### config.mk
export PLATFORM = sky130hd
export DESIGN_NAME = dcache_ctrl
export DESIGN_NICKNAME = d
export VERILOG_FILES = /design/src/rtl/dcache_ctrl.sv
export SDC_FILE = /design/constraint.sdc
export NUM_CORES = 1
export LEC_CHECK = 0
export CORE_UTILIZATION = 40
export DETAILED_ROUTE_END_ITERATION = 10
export MAX_ROUTING_LAYER = met4
export SETUP_SLACK_MARGIN = 0.02
export SLEW_MARGIN = 10
export SYNTH_ARGS = -nofsm -noshare
export SYNTH_HDL_FRONTEND = slang
export SYNTH_SLANG_ARGS = --single-unit
### constraint.sdc
create_clock -name clk -period 6.6 [get_ports clk]
set_input_delay 1.32 -clock clk [delete_from_list [all_inputs] [get_ports clk]]
set_output_delay 1.32 -clock clk [all_outputs]
set_load 0.01 [all_outputs]
### src/rtl/dcache_ctrl.sv
// Direct-mapped, write-back, write-allocate data cache between the MEM stage
// and a line-wide main memory. Misses stall the pipeline, write back a dirty
// victim, then fill the line through a request/ready handshake.
module dcache_ctrl #(
  parameter int unsigned ADDR_W     = 16,
  parameter int unsigned DATA_W     = 16,
  parameter int unsigned LINE_WORDS = 4,
  parameter int unsigned NUM_LINES  = 8
) (
  input  logic                                    clk,
  input  logic                                    rst,
  input  logic                                    cpu_re,
  input  logic                                    cpu_we,
  input  logic [ADDR_W-1:0]                       cpu_addr,
  input  logic [DATA_W-1:0]                       cpu_wdata,
  output logic [DATA_W-1:0]                       cpu_rdata,
  output logic                                    cpu_stall,
  output logic                                    mem_rd_req,
  output logic                                    mem_wr_req,
  output logic [ADDR_W-$clog2(LINE_WORDS)-1:0]    mem_addr,
  output logic [DATA_W*LINE_WORDS-1:0]            mem_wdata,
  input  logic [DATA_W*LINE_WORDS-1:0]            mem_rdata,
  input  logic                                    mem_ready,
  output logic [15:0]                             miss_cnt
);

  localparam int unsigned OFF_W   = $clog2(LINE_WORDS);
  localparam int unsigned IDX_W   = $clog2(NUM_LINES);
  localparam int unsigned TAG_W   = ADDR_W - OFF_W - IDX_W;
  localparam int unsigned LADDR_W = ADDR_W - OFF_W;
  localparam int unsigned LINE_W  = DATA_W * LINE_WORDS;
  localparam int unsigned CNT_W   = 16;

  typedef enum logic [1:0] {
    IDLE,
    WRBACK,
    FILL
  } state_t;

  state_t state_q, state_d;

  // Line storage: data and tags are not reset, valid/dirty are.
  logic [DATA_W-1:0] data_mem [NUM_LINES][LINE_WORDS];
  logic [TAG_W-1:0]  tag_mem  [NUM_LINES];
  logic [NUM_LINES-1:0] valid_q;
  logic [NUM_LINES-1:0] dirty_q;
  logic [CNT_W-1:0]     cnt_q;

  logic [OFF_W-1:0] off;
  logic [IDX_W-1:0] idx;
  logic [TAG_W-1:0] tag;
  logic             req;
  logic             hit;
  logic [LINE_W-1:0] victim_line;

  logic store_hit;
  logic wb_done;
  logic fill_done;
  logic miss_start;

  assign off = cpu_addr[OFF_W-1:0];
  assign idx = cpu_addr[OFF_W +: IDX_W];
  assign tag = cpu_addr[ADDR_W-1 -: TAG_W];
  assign req = cpu_re | cpu_we;
  assign hit = valid_q[idx] && (tag_mem[idx] == tag);
  assign miss_cnt = cnt_q;

  // Flatten the indexed line for write-back, word 0 in the LSBs.
  for (genvar w = 0; w < LINE_WORDS; w++) begin : g_victim
    assign victim_line[w*DATA_W +: DATA_W] = data_mem[idx][w];
  end

  // State register.
  always_ff @(posedge clk) begin
    if (rst) state_q <= IDLE;
    else     state_q <= state_d;
  end

  // Next-state, pipeline responses and memory request outputs.
  always_comb begin
    state_d    = state_q;
    cpu_stall  = 1'b0;
    cpu_rdata  = '0;
    mem_rd_req = 1'b0;
    mem_wr_req = 1'b0;
    mem_addr   = '0;
    mem_wdata  = '0;
    store_hit  = 1'b0;
    wb_done    = 1'b0;
    fill_done  = 1'b0;
    miss_start = 1'b0;
    case (state_q)
      IDLE: begin
        if (req) begin
          if (hit) begin
            if (cpu_we) store_hit = 1'b1;
            else        cpu_rdata = data_mem[idx][off];
          end else begin
            cpu_stall  = 1'b1;
            miss_start = 1'b1;
            state_d    = (valid_q[idx] && dirty_q[idx]) ? WRBACK : FILL;
          end
        end
      end
      WRBACK: begin
        cpu_stall  = 1'b1;
        mem_wr_req = 1'b1;
        mem_addr   = LADDR_W'({tag_mem[idx], idx});
        mem_wdata  = victim_line;
        if (mem_ready) begin
          wb_done = 1'b1;
          state_d = FILL;
        end
      end
      FILL: begin
        cpu_stall  = 1'b1;
        mem_rd_req = 1'b1;
        mem_addr   = cpu_addr[ADDR_W-1:OFF_W];
        if (mem_ready) begin
          fill_done = 1'b1;
          state_d   = IDLE;
        end
      end
      default: state_d = IDLE;
    endcase
  end

  // Valid and dirty bookkeeping; reset invalidates every line.
  always_ff @(posedge clk) begin
    if (rst) begin
      valid_q <= '0;
      dirty_q <= '0;
    end else if (fill_done) begin
      valid_q[idx] <= 1'b1;
      dirty_q[idx] <= 1'b0;
    end else if (wb_done) begin
      dirty_q[idx] <= 1'b0;
    end else if (store_hit) begin
      dirty_q[idx] <= 1'b1;
    end
  end

  // Data and tag arrays: line fill or single-word store.
  always_ff @(posedge clk) begin
    if (fill_done) begin
      for (int w = 0; w < LINE_WORDS; w++) begin
        data_mem[idx][OFF_W'(w)] <= mem_rdata[w*DATA_W +: DATA_W];
      end
      tag_mem[idx] <= tag;
    end else if (store_hit) begin
      data_mem[idx][off] <= cpu_wdata;
    end
  end

  // Saturating miss counter, bumped on every miss leaving IDLE.
  always_ff @(posedge clk) begin
    if (rst) begin
      cnt_q <= '0;
    end else if (miss_start && (cnt_q != {CNT_W{1'b1}})) begin
      cnt_q <= cnt_q + CNT_W'(1);
    end
  end

endmodule
# Yosys cells after proc, flatten, opt, wreduce, memory -nomap -nowiden
# Memory sizes are Yosys's and may differ from the RTL's.
# Index checks and enable logic that the tools add are counted.
dict set report classes {
  addsub 1
  n_lt_le_gt_ge 4
  eq_ne 8
  mux 76
  bitwise_logic 38
  reduce_logical 9
}
# op count
set op_table {}
lappend op_table {{$mux W64} 2}
lappend op_table {{$mux W16} 7}
lappend op_table {{$mux W1} 51}
lappend op_table {{$or A1 B1 Y1} 33}
lappend op_table {{$bmux W16 S2} 1}
lappend op_table {{$demux W16 S2} 1}
lappend op_table {{$pmux W14 S2} 1}
lappend op_table {{$mux W8} 3}
lappend op_table {{$add A16 B1 Y16 const B} 1}
lappend op_table {{$ne A16 B16 Y1 const B} 1}
lappend op_table {{$or A8 B8 Y8} 2}
lappend op_table {{$eq A11 B11 Y1} 1}
lappend op_table {{$mux W2} 5}
lappend op_table {{$and A8 B8 Y8} 1}
lappend op_table {{$ne A2 B2 Y1 const B} 4}
lappend op_table {{$not A8 Y8} 1}
lappend op_table {{$bmux W1 S3} 2}
lappend op_table {{$pmux W2 S3} 1}
lappend op_table {{$logic_and A1 B1 Y1} 5}
lappend op_table {{$lt A3 B4 Y1 const B} 1}
lappend op_table {{$reduce_and A4 Y1} 1}
lappend op_table {{$demux W1 S3} 1}
lappend op_table {{$ge A3 B1 Y1 const B} 1}
lappend op_table {{$ge A3 B3 Y1 const B} 1}
lappend op_table {{8 further kinds} 8}
dict set report word_totals {
  regBits 34
  ramBits 600
  in_bits 101
  output_inout_bits 113
  wordCells 142
  memories 2
}
# name depth word_bits read_ports rd_ports_with_merged_regs write_ports line
set memory_table {}
lappend memory_table {data_mem 8 64 1 0 1 43} ;# logic [DATA_W-1:0] data_mem [NUM_LINES][LINE_WORDS];
lappend memory_table {tag_mem 8 11 1 0 1 44} ;# logic [TAG_W-1:0] tag_mem [NUM_LINES];

# Depth between registers and ports, before layout
dict set report logic_depth {
  word_depth 10
  ltp_mapped 13
}

# Worst setup path before layout
# Ideal clock, no wire load.
dict set report synth_path {
  path_type {input -> output}
  startpoint {input cpu_addr[2]}
  endpoint {output cpu_rdata[7]}
  arrival_time_ns 4.067
  t_required_ns 5.280
  slack_ns 1.213
  cell_stages 11
  path_buffers 6
  cell_sequence {buf_6 buf_2 buf_2 buf_1 nor3_1 clkbuf_1 buf_1 a22oi_1 and3_1 mux4_2 nor2_1}
}
dict set report synth_via {
  elab_chain_len 8
  word_cells_on_any_way 13
}
# item line
set synth_lines {}
lappend synth_lines {{from (decl)} 14} ;# input logic [ADDR_W-1:0] cpu_addr,
lappend synth_lines {{$mem_v2 Z8 W64} -}
lappend synth_lines {{$bmux W16 S2} 97} ;# else cpu_rdata = data_mem[idx][off];
lappend synth_lines {{$mux W16 (implied by the code) (2 in a row)} 97}
lappend synth_lines {{$mux W16} 96} ;# if (cpu_we) store_hit = 1'b1;
lappend synth_lines {{$mux W16 *} 95} ;# if (hit) begin
lappend synth_lines {{$mux W16 *} 94} ;# if (req) begin
lappend synth_lines {{$mux W16 *} 92} ;# case (state_q)
lappend synth_lines {{to (decl)} 16} ;# output logic [DATA_W-1:0] cpu_rdata,
# Every way passes the cells marked *; elsewhere a longest branch is shown, timed or not. The select of a mux whose other input is x is not followed.

# Final worst setup path
dict set report layout_path {
  startpoint {input cpu_addr[4]}
  endpoint {output cpu_rdata[10]}
}
# Same word-level chain as after synthesis.

==> key figures <==
Power
  • Net switching power: 1.86 mW
  • Sequential power share: 50.6%
  • P_int: 6.92 mW
  • Leakage: 9.67 nW
  • Clk network pwr share: 43.4%
  • Sw frac: 21.2%
  • Max VDD drop: 182 µV
  • Comb pwr share: 6.1%
  • Power per Cell Area: 286 nW/µm²

Clock tree
  • Clock Pin Slew Worst Setup and Hold Paths: 0.06 ns
  • H-tree level count: 3
  • CTS root buf: clkbuf_16
  • CTS Buffer Depth: 3
  • Hold buffers post-CTS: 0
  • Sink Count: 634
  • Skew-Pair Late Insertion Delay: 0.60 ns
  • CTS tree: built
  • CTS buffer count: 69

Floorplanning
  • Starting Density: 40.5%
  • Io pins: 214
  • DIE WIDTH: 252 µm
  • Core box area: 61800 µm²
  • Die Area: 63700 µm²
  • Chip Height: 252 µm
  • Row count: 91

Worst setup path
  • Critical path class: in2out
  • CP Cell Sequence: clkdlybuf4s50_1, buf_4, inv_2, buf_4, mux2i_1, xor2_1, nand3_1, or4_4, nor3_1, nand3_1, buf_4, nor2_1, clkdlybuf4s50_1
  • Worst Setup SP: cpu_addr[4]
  • CP peak stage delay: 0.65 ns
  • Reg2Reg Setup Slack: 2.39 ns
  • Slowest cell on the critical path: clkdlybuf4s50_1
  • Critical Path Sink Type: output port
  • R2R Path Start: tag_mem[3][7]$_DFFE_PP_
  • CP bufs+invs: 6
  • CP Max Fanout: 16
  • Reg2Reg Depth: 10
  • R2R Path End: data_mem[6][59]$_DFFE_PP_
  • Arrival time at the worst endpoint: 5.03 ns
  • Most frequent CP cell: buf_4
  • Critical Path Start Type: input port
  • Req. time, crit path: 5.28 ns
  • CP delay by family, top: buffers and inverters

STA
  • Part of the cycle the worst path needs: 96.2%
  • Clock Skews: 0.0232 ns
  • Least-Margin Pin Slew: 0.973 ns
  • Final worst slack: 0.250 ns
  • Max Freq: 157 MHz
  • Final setup fails: 0
  • Slew margin rel.: 35.0%
  • Final Hold Vio Count: 0
  • Max Transition Viols Final: 0
  • RSZ-0062 raised after global routing: false
  • Post-route setup TNS: 0 ns
  • Post-layout min period: 6.35 ns

Worst hold path
  • Hold Path Stages: 1
  • Hold/Removal Path Class: reg2reg
  • HP Start: valid_q[3]$_SDFFE_PP0P_
  • Hold EP: valid_q[3]$_SDFFE_PP0P_

Detailed routing
  • DR vias/cell: 5.81
  • Vias: 15.5k
  • 1st-pass router iterations: 6
  • Initial DRC Count: 1725
  • Post-route ant nets: 0
  • Drc violations: 0
  • Wire per inst: 27.0 µm
  • Routed wire length: 72.0 mm

Synth
  • Syn_area_per_cell: 16.4 µm²
  • Synth top cells by count: edfxtp_1 (600), a22oi_1 (200), nor2_1 (138)
  • Cell taking the most area after synthesis: edfxtp_1
  • Yosys cell types: 58
  • Syn_nets: 1637
  • Synth area leaders: edfxtp_1 (72%), a22oi_1 (6.0%), dfxtp_1 (2.7%)
  • Seq/Total Area, Yosys: 74.6%
  • Post-synth EDFFs: 600
  • Top-area cell type share of the netlist area: 71.9%
  • Cells after synthesis: 1531
  • Ys async rst share: 0%
  • Most common cell in the synthesized netlist: edfxtp_1
  • #FFs+latches synth: 634
  • Top FF cell, synth: edfxtp_1
  • Synth warn: 0
  • Synthesized area: 25100 µm²

GRT
  • Total grt overflow: 0
  • Pin count of the biggest net entering global routing: 63
  • Total global-route track usage: 23.4%
  • Antenna violations before repair: 3
  • First-pass GRT wire length: 104 mm
  • Vias in the first global route: 15.1k

Finish
  • P&R area growth vs syn: 22.5%
  • Share of cells above drive strength 1: 15.8%
  • Post-route cell area: 30700 µm²
  • Final nets: 1879

Placement
  • Gpl congestion: 0.832
  • DP Worst Slack: 0.174 ns
  • Cell Area, Placed: 28500 µm²
  • Detailed-placement wirelength estimate: 43.9 mm
  • Number of port buffers: 181

Job
  • Maxcap violations: 0

Status
  • Status: finished clean
routing by layer:
| metal | part of all wire (%) | GRT usage, % | vias up | wire (µm) |
|---|---|---|---|---|
| li1 | - | - | 6714 | - |
| met1 | 42 | 31.8 | 7925 | 30000 |
| met2 | 47 | 36.0 | 739 | 34100 |
| met3 | 8.5 | 4.53 | 113 | 6120 |
| met4 | 2.4 | 6.34 | 0 | 1760 |
| met5 | 0 | - | - | 0 |
worst max path at each step:
stage                               end  slack, ns  cells after the start
after floorplan            cpu_rdata[7]       1.21                     11
after global placement    cpu_rdata[10]       0.12                     11
after detailed placement  cpu_rdata[11]       0.17                     12
after CTS                 cpu_rdata[11]       0.13                     12
after global routing      cpu_rdata[11]       0.05                     13
final                     cpu_rdata[10]       0.25                     13
power by group through the flow:
stage / Clock (mW) / Combinational [mW] / Sequential, mW
6_report: 3.81 / 0.534 / 4.44
3_5_place_dp: 0 / 0.532 / 4.52
2_1_floorplan: 0 / 0.266 / 4.52
4_1_cts: 3.86 / 0.534 / 4.44
3_3_place_gp: 0 / 0.525 / 4.52
5_1_grt: 4.02 / 0.568 / 4.44
metrics by stage:
stage	util (%)	instances	hold WS, ns	total power, mW
2_1_floorplan	-	1531	0.433	4.79
3_3_place_gp	46.0	2539	0.443	5.05
3_5_place_dp	46.0	2539	0.449	5.05
4_1_cts	49.6	2661	0.462	8.83
5_1_grt	49.7	2664	0.483	9.02
6_report	49.7	2664	0.461	8.78
placed cells by master (no fill, tap or decap), types with 9 or more instances in the layout:
| cell | synthesis | routed |
|---|---|---|
| edfxtp_1 | 600 | 600 |
| a22oi_1 | 200 | 200 |
| clkdlybuf4s50_1 | 0 | 179 |
| nor2_1 | 138 | 132 |
| buf_4 | 1 | 73 |
| clkbuf_16 | 0 | 72 |
| and4_1 | 37 | 37 |
| dfxtp_1 | 34 | 34 |
| mux2_2 | 33 | 33 |
| mux2i_1 | 31 | 31 |
| a22o_1 | 31 | 31 |
| and3_1 | 31 | 31 |
| a21oi_1 | 30 | 30 |
| a221oi_1 | 29 | 29 |
| nand2_1 | 28 | 28 |
| mux4_2 | 27 | 27 |
| clkinv_1 | 1 | 18 |
| o21a_1 | 18 | 18 |
| nor3_2 | 0 | 17 |
| nor2b_1 | 17 | 16 |
| buf_12 | 0 | 14 |
| clkbuf_1 | 73 | 13 |
| nand3_1 | 12 | 12 |
| mux2_4 | 10 | 10 |
| o21ai_0 | 9 | 9 |
registers in the layout (all words and copies together), names as in the netlist, named ones only:
register,count
tag_mem,88
data_mem,512
valid_q,8
state_q,2
miss_cnt,16
final cells by class:
cell class                      instances  area, µm²
Tap cell                              837       1050
Fill cell                            5178      31100
Inverter                               11       41.3
Antenna cell                            3       7.51
Sequential cell                       634      18700
Timing Repair Buffer                  267       2630
Clock inverter                         35        362
Clock buffer                           87       1880
Multi-Input combinational cell        790       6040
cells by family (layout without fill, tap and decap cells):
logic type | Yosys count | after routing | synth area share (%)
adders and majority gates | 5 | 5 | 0.250
DFF | 634 | 634 | 74.6
AOI/OAI and AO/OA | 346 | 346 | 10.3
xor gates and xnor gates | 6 | 6 | 0.210
buffers and inverters | 107 | 400 | 1.79
and+or+nand+nor | 329 | 329 | 6.95
muxes | 104 | 104 | 5.88
other | 0 | 3 | 0
repair_timing:
action	4_1_cts	5_1_grt
endpoints found under the hold margin	0	0
buffers inserted	0	0
setup endpoints to repair	0	3
resized for setup	0	1
Power figures use the tool's default switching activity.
